<file path="src/rtl/req_fifo_mc_pkg.sv">
`default_nettype none
// ============================================================================
//  Module      : req_fifo_mc_pkg
//  Description : Shared types for the multi-channel request input buffer.
//                Contains the request packet and the arbiter state encoding.
//  Revision    : 1.0 - initial release
// ============================================================================
package req_fifo_mc_pkg;

  // Request packet carried from the requester ports to the dispatcher
  typedef struct packed {
    logic [7:0]  id;
    logic [3:0]  src;
    logic [19:0] addr;
  } req_pkt_type;

  // Output arbiter: ARB searches round-robin, HOLD freezes an unaccepted grant
  typedef enum logic [0:0] {
    ARB  = 1'b0,
    HOLD = 1'b1
  } arb_state_e;

endpackage : req_fifo_mc_pkg
`default_nettype wire

</file>
<file path="src/rtl/req_chan_fifo.sv">
`default_nettype none
// ============================================================================
//  Module      : req_chan_fifo
//  Description : One channel of the request buffer. Circular storage with
//                read/write pointers, occupancy level, full / almost-full
//                flags and a sticky overflow bit. A push into a full channel
//                is accepted only when the same cycle also pops it.
//  Revision    : 1.0 - initial release
// ============================================================================
module req_chan_fifo
  import req_fifo_mc_pkg::*;
#(
  parameter  int DEPTH     = 4,
  parameter  int AF_MARGIN = 1,
  localparam int PTR_W     = $clog2(DEPTH)
) (
  input  logic              clk,
  input  logic              rst_b,
  input  logic              i_push,
  input  req_pkt_type       i_pkt,
  input  logic              i_pop,
  input  logic              i_err_clr,
  output req_pkt_type       o_head,
  output logic              o_empty,
  output logic              o_full,
  output logic              o_afull,
  output logic [PTR_W:0]    o_level,
  output logic              o_overflow
);

  localparam logic [PTR_W:0] c_FULL_LVL = (PTR_W+1)'(DEPTH);
  localparam logic [PTR_W:0] c_AF_LVL   = (PTR_W+1)'(DEPTH - AF_MARGIN);

  req_pkt_type        r_mem [DEPTH];
  logic [PTR_W-1:0]   r_wr_ptr;
  logic [PTR_W-1:0]   r_rd_ptr;
  logic [PTR_W:0]     r_level;
  logic               r_overflow;

  logic               w_wr_accept;
  logic               w_drop;

  // A full channel still takes a push when the same cycle frees a slot
  assign w_wr_accept = i_push & (~o_full | i_pop);
  assign w_drop      = i_push & o_full & ~i_pop;

  assign o_level    = r_level;
  assign o_full     = (r_level == c_FULL_LVL);
  assign o_afull    = (r_level >= c_AF_LVL);
  assign o_empty    = (r_level == '0);
  assign o_overflow = r_overflow;
  // No bypass: the head is always read from storage
  assign o_head     = r_mem[r_rd_ptr];

  // Storage write; contents are cleared on reset
  always_ff @(posedge clk or negedge rst_b) begin
    if (!rst_b) begin
      for (int i = 0; i < DEPTH; i++) begin
        r_mem[i] <= '0;
      end
    end else if (w_wr_accept) begin
      r_mem[r_wr_ptr] <= i_pkt;
    end
  end

  // Pointer and occupancy tracking; pointers wrap naturally (DEPTH is 2^n)
  always_ff @(posedge clk or negedge rst_b) begin
    if (!rst_b) begin
      r_wr_ptr <= '0;
      r_rd_ptr <= '0;
      r_level  <= '0;
    end else begin
      if (w_wr_accept) begin
        r_wr_ptr <= r_wr_ptr + PTR_W'(1);
      end
      if (i_pop) begin
        r_rd_ptr <= r_rd_ptr + PTR_W'(1);
      end
      case ({w_wr_accept, i_pop})
        2'b10:   r_level <= r_level + (PTR_W+1)'(1);
        2'b01:   r_level <= r_level - (PTR_W+1)'(1);
        default: r_level <= r_level;
      endcase
    end
  end

  // Sticky overflow; a clear in the same cycle as a drop discards the drop
  always_ff @(posedge clk or negedge rst_b) begin
    if (!rst_b) begin
      r_overflow <= 1'b0;
    end else if (i_err_clr) begin
      r_overflow <= 1'b0;
    end else if (w_drop) begin
      r_overflow <= 1'b1;
    end
  end

endmodule : req_chan_fifo
`default_nettype wire

</file>
<file path="src/rtl/req_fifo_mc.sv">
`default_nettype none
// ============================================================================
//  Module      : req_fifo_mc
//  Description : Multi-channel request input buffer. NCH independent FIFOs,
//                one per requester, drained through a single valid/ready
//                output by a round-robin arbiter. An offered but unaccepted
//                grant is frozen until the consumer takes it.
//  Revision    : 1.0 - initial release
// ============================================================================
module req_fifo_mc
  import req_fifo_mc_pkg::*;
#(
  parameter  int NCH       = 4,
  parameter  int DEPTH     = 4,
  parameter  int AF_MARGIN = 1,
  localparam int PTR_W     = $clog2(DEPTH),
  localparam int CH_W      = $clog2(NCH)
) (
  input  logic                        clk,
  input  logic                        rst_b,
  input  logic [NCH-1:0]              wr_en,
  input  req_pkt_type [NCH-1:0]       wr_req,
  output logic [NCH-1:0]              full,
  output logic [NCH-1:0]              almost_full,
  output logic [NCH-1:0][PTR_W:0]     level,
  output logic [NCH-1:0]              overflow,
  input  logic                        err_clr,
  output logic                        out_valid,
  input  logic                        out_ready,
  output req_pkt_type                 out_req,
  output logic [CH_W-1:0]             out_chan
);

  arb_state_e        r_state;
  logic [CH_W-1:0]   r_rr_ptr;
  logic [CH_W-1:0]   r_grant;

  logic [NCH-1:0]    w_empty;
  logic [NCH-1:0]    w_pop;
  req_pkt_type       w_head [NCH];
  logic [CH_W-1:0]   w_arb_grant;
  logic              w_arb_found;
  logic [CH_W-1:0]   w_grant;
  logic              w_handshake;

  // Channel index modulo NCH (NCH need not be a power of two)
  function automatic logic [CH_W-1:0] f_wrap(input int v);
    return CH_W'(v % NCH);
  endfunction

  generate
    for (genvar g = 0; g < NCH; g++) begin : g_chan
      assign w_pop[g] = w_handshake & (w_grant == CH_W'(g));

      req_chan_fifo #(
        .DEPTH     (DEPTH),
        .AF_MARGIN (AF_MARGIN)
      ) u_fifo (
        .clk        (clk),
        .rst_b      (rst_b),
        .i_push     (wr_en[g]),
        .i_pkt      (wr_req[g]),
        .i_pop      (w_pop[g]),
        .i_err_clr  (err_clr),
        .o_head     (w_head[g]),
        .o_empty    (w_empty[g]),
        .o_full     (full[g]),
        .o_afull    (almost_full[g]),
        .o_level    (level[g]),
        .o_overflow (overflow[g])
      );
    end
  endgenerate

  // Round-robin search: first non-empty channel starting at r_rr_ptr
  always_comb begin
    w_arb_grant = r_rr_ptr;
    w_arb_found = 1'b0;
    for (int i = 0; i < NCH; i++) begin
      if (!w_arb_found && !w_empty[f_wrap(int'(r_rr_ptr) + i)]) begin
        w_arb_found = 1'b1;
        w_arb_grant = f_wrap(int'(r_rr_ptr) + i);
      end
    end
  end

  // In HOLD the latched grant owns the output; its channel cannot drain
  // without a pop, so out_valid stays high there as well
  assign w_grant     = (r_state == HOLD) ? r_grant : w_arb_grant;
  assign out_valid   = ~&w_empty;
  assign w_handshake = out_valid & out_ready;
  assign out_chan    = w_grant;
  assign out_req     = out_valid ? w_head[w_grant] : '0;

  // Arbiter FSM: advance the round-robin pointer past each accepted channel
  always_ff @(posedge clk or negedge rst_b) begin
    if (!rst_b) begin
      r_state  <= ARB;
      r_rr_ptr <= '0;
      r_grant  <= '0;
    end else begin
      case (r_state)
        ARB: begin
          if (w_handshake) begin
            r_rr_ptr <= f_wrap(int'(w_arb_grant) + 1);
            r_grant  <= w_arb_grant;
          end else if (out_valid) begin
            r_grant <= w_arb_grant;
            r_state <= HOLD;
          end
        end
        HOLD: begin
          if (w_handshake) begin
            r_rr_ptr <= f_wrap(int'(r_grant) + 1);
            r_state  <= ARB;
          end
        end
        default: r_state <= ARB;
      endcase
    end
  end

endmodule : req_fifo_mc
`default_nettype wire

</file>
<file path="config.mk">
export PLATFORM = sky130hd
export DESIGN_NAME = req_fifo_mc
export DESIGN_NICKNAME = d
export VERILOG_FILES = /design/src/rtl/req_fifo_mc_pkg.sv /design/src/rtl/req_chan_fifo.sv /design/src/rtl/req_fifo_mc.sv
export SDC_FILE = /design/constraint.sdc
export NUM_CORES = 1
export LEC_CHECK = 0
export ABC_CLOCK_PERIOD_IN_PS = 4300
export CAP_MARGIN = 10
export CORE_UTILIZATION = 60
export DETAILED_ROUTE_END_ITERATION = 8
export GPL_TIMING_DRIVEN = 0
export PLACE_DENSITY = 0.85
export SLEW_MARGIN = 20
export SYNTH_ARGS = -nofsm -noshare
export SYNTH_HDL_FRONTEND = slang
export SYNTH_HIERARCHICAL = 1
export SYNTH_SLANG_ARGS = --single-unit
</file>
<file path="constraint.sdc">
create_clock -name clk -period 4.3 [get_ports clk]
set_clock_uncertainty 0.1 [all_clocks]
set_input_delay 1.29 -clock clk [delete_from_list [all_inputs] [get_ports clk]]
set_output_delay 1.29 -clock clk [all_outputs]
set_load 0.01 [all_outputs]
</file>
## After elaboration in Yosys (flattened, before gate mapping)

Index checks and enable logic that the tools add are counted.

| word-level totals | value |
|---|---|
| word-level logic and storage cells | 259 |
| register bits | 549 |
| output and inout bits | 59 |

| operators by class | value |
|---|---|
| magnitude comparators | 21 |
| bitwise operators | 39 |
| reduce and logical (&&, ||, !) cells | 29 |
| add/subtract/negate cells | 21 |
| multiplexer cells | 64 |
| equal/unequal tests | 18 |

Operators with widths:

| kind | count |
|---|---|
| $bwmux W128 | 4 |
| $mux W32 | 15 |
| $bmux W32 S2 | 5 |
| $demux W32 S2 | 4 |
| $ge A3 B3 Y1 const B | 9 |
| $not A2 Y3 | 9 |
| $pmux W3 S2 | 4 |
| $add A2 B1 Y2 const B | 11 |
| $mux W1 | 18 |
| $and A1 B1 Y1 | 17 |
| $mux W2 | 8 |
| $reduce_bool A2 Y1 | 8 |
| $add A3 B1 Y3 const B | 4 |
| $eq A2 B2 Y1 const B | 6 |
| $eq A3 B3 Y1 const B | 4 |
| $ge A3 B2 Y1 const B | 4 |
| $logic_not A3 Y1 | 4 |
| $lt A2 B3 Y1 const B | 4 |
| $lt A3 B1 Y1 const B | 4 |
| $sub A3 B1 Y3 const B | 4 |
| $eq A2 B1 Y1 const B | 5 |
| $not A1 Y1 | 9 |
| $bmux W1 S2 | 4 |
| $logic_and A1 B1 Y1 | 7 |
| other kinds (10) | 21 |

## Logic depth before layout (Yosys ltp)

| depth | value |
|---|---|
| word-level depth | 19 |
| mapped depth | 18 |

## Hierarchy

The synthesis kept the hierarchy.

By module, submodules not included:

| module | times used | area each (um^2) | cells an instance | sequential area each (um^2) |
|---|---|---|---|---|
| req_chan_fifo | 4 | 6622.6 | 358 | 3403.3 |
| req_fifo_mc | 1 | 3020.4 | 474 | 125.1 |

## Least setup slack after synthesis

OpenSTA, ideal clock, no wires.

| path | value |
|---|---|
| path type | flip-flop to flip-flop |
| from | reg g_chan[1].u_fifo.r_level[0] |
| to | reg g_chan[1].u_fifo/r_mem[0] (netlist name) |
| data arrival time | 3.847 ns |
| cell stages (with the launch flop) | 17 |
| buffers on the path | 5 |
| slack | 0.228 ns |
| data required time | 4.075 ns |
| cell sequence | dfrtp_1 -> buf_6 -> nor3_1 -> o21a_1 -> o311ai_1 -> nand3b_1 -> buf_2 -> clkbuf_1 -> and2_1 -> inv_1 -> ha_1 -> and3_1 -> or4b_4 -> and3_1 -> buf_6 -> buf_12 -> mux2_4 |

| on the way | value |
|---|---|
| cells in the longest elaborated chain, start to end | 17 |
| elaborated cells between the ends (all ways) | 33 |
| classes of those cells | 2 x eq/ne; 15 x mux; 5 x bitwise; 11 x reduce/logical |

Ends and longest elaborated chain:

| what | RTL line | RTL |
|---|---|---|
| start: declaration | req_chan_fifo.sv:37 | `logic [PTR_W:0] r_level;` |
| start signal: assignment | req_chan_fifo.sv:80 | `2'b10: r_level <= r_level + (PTR_W+1)'(1);` |
| start signal: assignment | req_chan_fifo.sv:81 | `2'b01: r_level <= r_level - (PTR_W+1)'(1);` |
| start signal: assignment | req_chan_fifo.sv:82 | `default: r_level <= r_level;` |
| $logic_not A3 Y1 (*) | req_chan_fifo.sv:50 | `assign o_empty = (r_level == '0);` |
| via w_empty[1] | req_fifo_mc.sv:38 | `logic [NCH-1:0] w_empty;` |
| $bmux W1 S2 | req_fifo_mc.sv:80 | `if (!w_arb_found && !w_empty[f_wrap(int'(r_rr_ptr) + i)]) begin` |
| $mux W1 (not written as such) | req_fifo_mc.sv:80 |  |
| $logic_not A1 Y1 | req_fifo_mc.sv:80 |  |
| $logic_and A1 B1 Y1 | req_fifo_mc.sv:80 |  |
| $mux W1 | req_fifo_mc.sv:80 |  |
| $logic_not A1 Y1 | req_fifo_mc.sv:80 |  |
| [4 not listed] | n/a |  |
| $mux W2 (*) | req_fifo_mc.sv:80 |  |
| $mux W2 (*) | req_fifo_mc.sv:89 | `assign w_grant = (r_state == HOLD) ? r_grant : w_arb_grant;` |
| via out_chan[1] | req_fifo_mc.sv:31 | `output logic [CH_W-1:0] out_chan` |
| $eq A2 B1 Y1 (*) | req_fifo_mc.sv:53 | `assign w_pop[g] = w_handshake & (w_grant == CH_W'(g));` |
| $and A1 B1 Y1 (*) | req_fifo_mc.sv:53 |  |
| via w_pop[1] | req_fifo_mc.sv:39 | `logic [NCH-1:0] w_pop;` |
| $or A1 B1 Y1 (*) | req_chan_fifo.sv:44 | `assign w_wr_accept = i_push & (~o_full \| i_pop);` |
| $and A1 B1 Y1 (*) | req_chan_fifo.sv:44 |  |
| end signal: indexed assignment | req_chan_fifo.sv:62 | `r_mem[r_wr_ptr] <= i_pkt;` |
| end: declaration | req_chan_fifo.sv:34 | `req_pkt_type r_mem [DEPTH];` |

Mark *: on every way through the listed nets, which the timed path passes. The rest lies on a longest branch. The select of a mux whose other input is x is not followed.
A chain may end at the register's enable or synchronous reset.

==> summary.txt <==
Synth
  – Gate Count Post-Synth: 1906
  – Combinational family with the most area after synthesis: multiplexers
  – Top cells by area, synth: dfrtp_1 47%, mux2_4 24%, mux4_2 9.8%
  – Share of the synthesized area in the top cell type: 46.55%
  – Synth Area in Compound Gates: 4.613%
  – Cell variety after synth: 43
  – Mapped Avg Cell Area: 15.48 sq um
  – Post-synthesis xor/xnor area fraction: 0.4749%
  – Area of the mapped netlist: 29510 sq um
  – Sequential share of the synthesized area: 46.55%
  – Synth area leader: dfrtp_1
  – Simple-Gate Fraction of Synth Area: 5.427%
  – Seq cells post-synth: 549
  – Adder-cell share of the synthesized area: 1.119%
  – Synth warnings: 6
  – Synth Net Count: 2066
  – Multiplexer share of the synthesized area: 35.60%

Setup path
  – Crit Path Class: register to primary output
  – Crit path max-delay family: compound AO/OA/AOI/OAI gates
  – Critical Path AT: 3.16 ns
  – Critical Path Max Stage Delay: 0.47 ns
  – CP Buf/Inv Count: 6
  – Critical-path top delay cell: a211o_4
  – Worst path cell trace: nor3_4, buf_6, buf_12, buf_8, o221ai_4, a211o_4, nand2_8, clkinv_8, clkbuf_16, o221ai_4, buf_6
  – Critical Path Start Type: register
  – Critical Path RT: 2.91 ns
  – Crit Path Max Fanout: 5
  – CP Capture Type: primary output

GRT
  – Overall Global Routing Usage: 31.99%
  – Pin count of the biggest net entering global routing: 108
  – Initial antenna violation count: 3
  – Vias in the first global route: 19680
  – First-pass GRT wire length: 122.0 mm
  – Grt total ovfl: 0

Detailed routing
  – DR WL/cell: 27.07 microns
  – Vias per cell: 6.295
  – Initial DRC Count: 1423
  – Post-route DRC: 0
  – Final wirelength: 78.84 mm
  – Initial DRT Pass Iterations: 5
  – Via count: 18330
  – ANT nets after route: 0

Clock network
  – CTS tree: built
  – Clock slew at the register clock pins of the worst setup and hold paths: 0.06 ns
  – Worst skew pair latency: 0.62 ns
  – CTS buffer count: 56
  – Sink Count: 549
  – H-tree levels: 2
  – Root buf cell: clkbuf_16
  – Max clock buf depth: 3

Placed design
  – Post-DP Area: 32440 sq um
  – Dpl cells: 2762
  – Post-DP HPWL: 52.51 mm
  – Placer congestion estimate: 0.9476
  – Port Buffers: 194
  – Place WS: -1.195 ns

Power and ir drop
  – Combinational power share: 56.2%
  – Power per cell area: 920.9 nW/um^2
  – Flop pwr share: 28.7%
  – Max VDD drop: 0.5089 mV
  – P_int: 21.05 mW
  – Leakage Power: 15.44 nW
  – Psw: 12.39 mW
  – Clock share of power: 15.1%
  – Switching part of the total: 37.05%

Worst hold path
  – Hold WC Path Type: register to register

Run status
  – Status: finished, violations left
  – Failing checks: negative setup slack

STA
  – Rel. slew slack: 18.08%
  – Final hold violations: 0
  – Max Slew Vio Count: 0
  – Setup ws final: -0.2535 ns
  – RSZ-0062 raised after global routing: true
  – TNS Setup: -6.315 ns
  – Period utilization: 105.9%
  – Maximum clock frequency: 219.6 MHz
  – Final setup viols: 32
  – Fin crit period: 4.554 ns
  – Slew at the pin with the worst max-slew slack: 1.229 ns

Floorplanning
  – Die Area: 50080 sq um
  – Die Y: 223.8 microns
  – Num ports: 195
  – # rows: 80
  – Core box area: 48150 sq um
  – Die Width: 223.8 microns
  – Initial Utilization: 61.29%

Final layout
  – Area grow syn2layout: 23.03%
  – Fill count: 2787
  – Total Nets Final: 2374
  – Share of cells above drive strength 1: 48.49%
  – Final instance area: 36310 sq um
  – Fin cells: 2912

Flow run
  – Maxcap violations: 0
## power by group through the flow
stage	clock network, mW	registers, mW	logic [mW]
after CTS	5.14	9.54	17.7
final	5.06	9.59	18.8
after floorplan	0	8.88	11.5
after detailed placement	0	9.42	16.1
after global routing	5.31	9.84	19.6
after global placement	0	9.25	15.7
## layout by cell type (no fill, tap or decap), types with 6 or more instances in the layout
cell type / Yosys / routed
dfrtp_1: 549 / 543
mux2_4: 480 / 480
clkdlybuf4s50_1: 0 / 158
mux4_2: 128 / 128
nand4_1: 65 / 65
clkbuf_16: 0 / 60
buf_4: 0 / 58
buf_12: 48 / 55
inv_1: 55 / 54
clkbuf_1: 77 / 50
buf_6: 23 / 47
o21ai_0: 44 / 43
and3_1: 52 / 42
nand2b_1: 37 / 37
mux2_2: 37 / 37
nor3_1: 68 / 33
a22oi_1: 32 / 32
a2111oi_4: 0 / 21
o221ai_2: 12 / 20
nor3_2: 0 / 19
ha_1: 20 / 19
buf_2: 22 / 17
nor3_4: 0 / 16
clkbuf_8: 0 / 14
o221ai_4: 0 / 13
nand2_1: 13 / 12
xnor2_1: 12 / 12
a2111oi_2: 0 / 10
and3_4: 0 / 10
clkbuf_2: 0 / 9
nor2b_1: 10 / 9
clkbuf_4: 0 / 9
nor2_1: 10 / 9
buf_8: 0 / 8
bufinv_16: 0 / 7
buf_16: 0 / 7
o21a_1: 6 / 6
nand3b_1: 6 / 6
dfrtp_2: 0 / 6
## cell type report
class / count / area (sq um) / share of cell area [%]
flip-flops and latches: 549 / 13750 / 37.86
plain buffers: 164 / 1891 / 5.207
repair inverters: 1 / 8.758 / 0.02412
repair buffers: 254 / 2605 / 7.175
inverters: 57 / 231.5 / 0.6375
clock inverters: 23 / 332.8 / 0.9167
multi-input cells: 1131 / 15110 / 41.63
diodes: 2 / 5.005 / 0.01378
clock buffers: 75 / 1553 / 4.277
well taps: 656 / 820.8 / 2.261
## per-layer routing
metal  vias up  share of wire [%]  routed length (microns)  global-route usage [%]
li1       7808                  -                        -                       -
met4         4                4.5                     3534                   14.91
met5         -              0.032                       25                       0
met3       153                5.6                     4443                   5.378
met2       599                 47                    37340                   49.65
met1      9766                 42                    33490                   44.40
## Yosys cell counts
cell type    n
o21ai_0     44
mux4_2     128
a211o_1      2
a21bo_2      1
inv_1       55
nor3_1      68
xnor2_1     12
o221ai_2    12
nand3b_1     6
ha_1        20
and2_1       2
nor2_1      10
o32ai_1      4
a2111oi_0   32
a21o_2       4
xor2_1       4
nor3b_1      4
a31oi_1      2
o221a_2      1
nand2_1     13
a21oi_1      5
buf_12      48
nand4_1     65
buf_2       22
dfrtp_1    549
mux2_2      37
buf_6       23
nor2b_1     10
fa_1         4
o21a_1       6
and3_1      52
a22oi_1     32
a31o_2       1
o311ai_0     4
clkbuf_1    77
o311ai_1     1
nand2b_1    37
o221ai_1    21
inv_2        2
or4b_4       4
mux2_4     480
a211oi_2     1
nand2_2      1
## logic make-up after synthesis
kind of cell / count (synthesis)
compound gates: 173
xor+xnor: 16
fa+ha+maj: 24
buf+inv: 227
flops: 549
mux: 645
simple gates: 272
## metrics by stage
step | util (%) | power [mW] | hold WS (ns)
6_report | 75.41 | 33.43 | 0.4040
5_1_grt | 75.41 | 34.73 | 0.4168
4_1_cts | 74.03 | 32.34 | 0.4054
3_5_place_dp | 67.39 | 25.51 | 0.3886
3_3_place_gp | 67.03 | 24.99 | 0.3741
2_1_floorplan | - | 20.34 | 0.3751
## path summary, 6_finish.rpt
path | slack, ns | start | cells after the start | endpoint
worst max-delay path | -0.25 | g_chan[2].u_fifo/o_level[0] | 11 | out_req[19]
worst min-delay path | 0.40 | g_chan[1].u_fifo/r_mem[40] | 1 | g_chan[1].u_fifo/r_mem[40]
worst max register to register | 0.05 | g_chan[2].u_fifo/o_level[0] | 17 | g_chan[0].u_fifo/r_mem[111]
worst min register to register | 0.40 | g_chan[1].u_fifo/r_mem[40] | 1 | g_chan[1].u_fifo/r_mem[40]
max in group asynchronous | 2.01 | rst_b | 4 | g_chan[3].u_fifo/r_mem[50]
min in group asynchronous | 0.61 | rst_b | 2 | g_chan[0].u_fifo/r_mem[79]
## registers in the layout, summed over array words and instances, names as in the netlist, named ones only
register,flops
g_chan.u_fifo/r_wr_ptr,8
g_chan.u_fifo/o_overflow,4
r_grant,2
g_chan.u_fifo/o_level,12
g_chan.u_fifo/r_rd_ptr,8
r_rr_ptr,2
g_chan.u_fifo/r_mem,512
## repair_timing
item,CTS,global route
hold buffers,0,0
buffers inserted,22,25
endpoints found under the setup margin,567,508
resized for setup,430,108
pin swaps,47,57
gates cloned,6,5
## worst register-to-register path, delay by kind of cell (launching register included)
family,cells,cell delay (ns)
AO/OA/AOI/OAI,2,0.67
flip-flops,1,0.44
AND/OR/NAND/NOR,5,1.39
adder cells (fa/ha/maj),1,0.15
multiplexers,1,0.31
buffers and inverters,8,1.08
(Power assumes the default switching activity.)
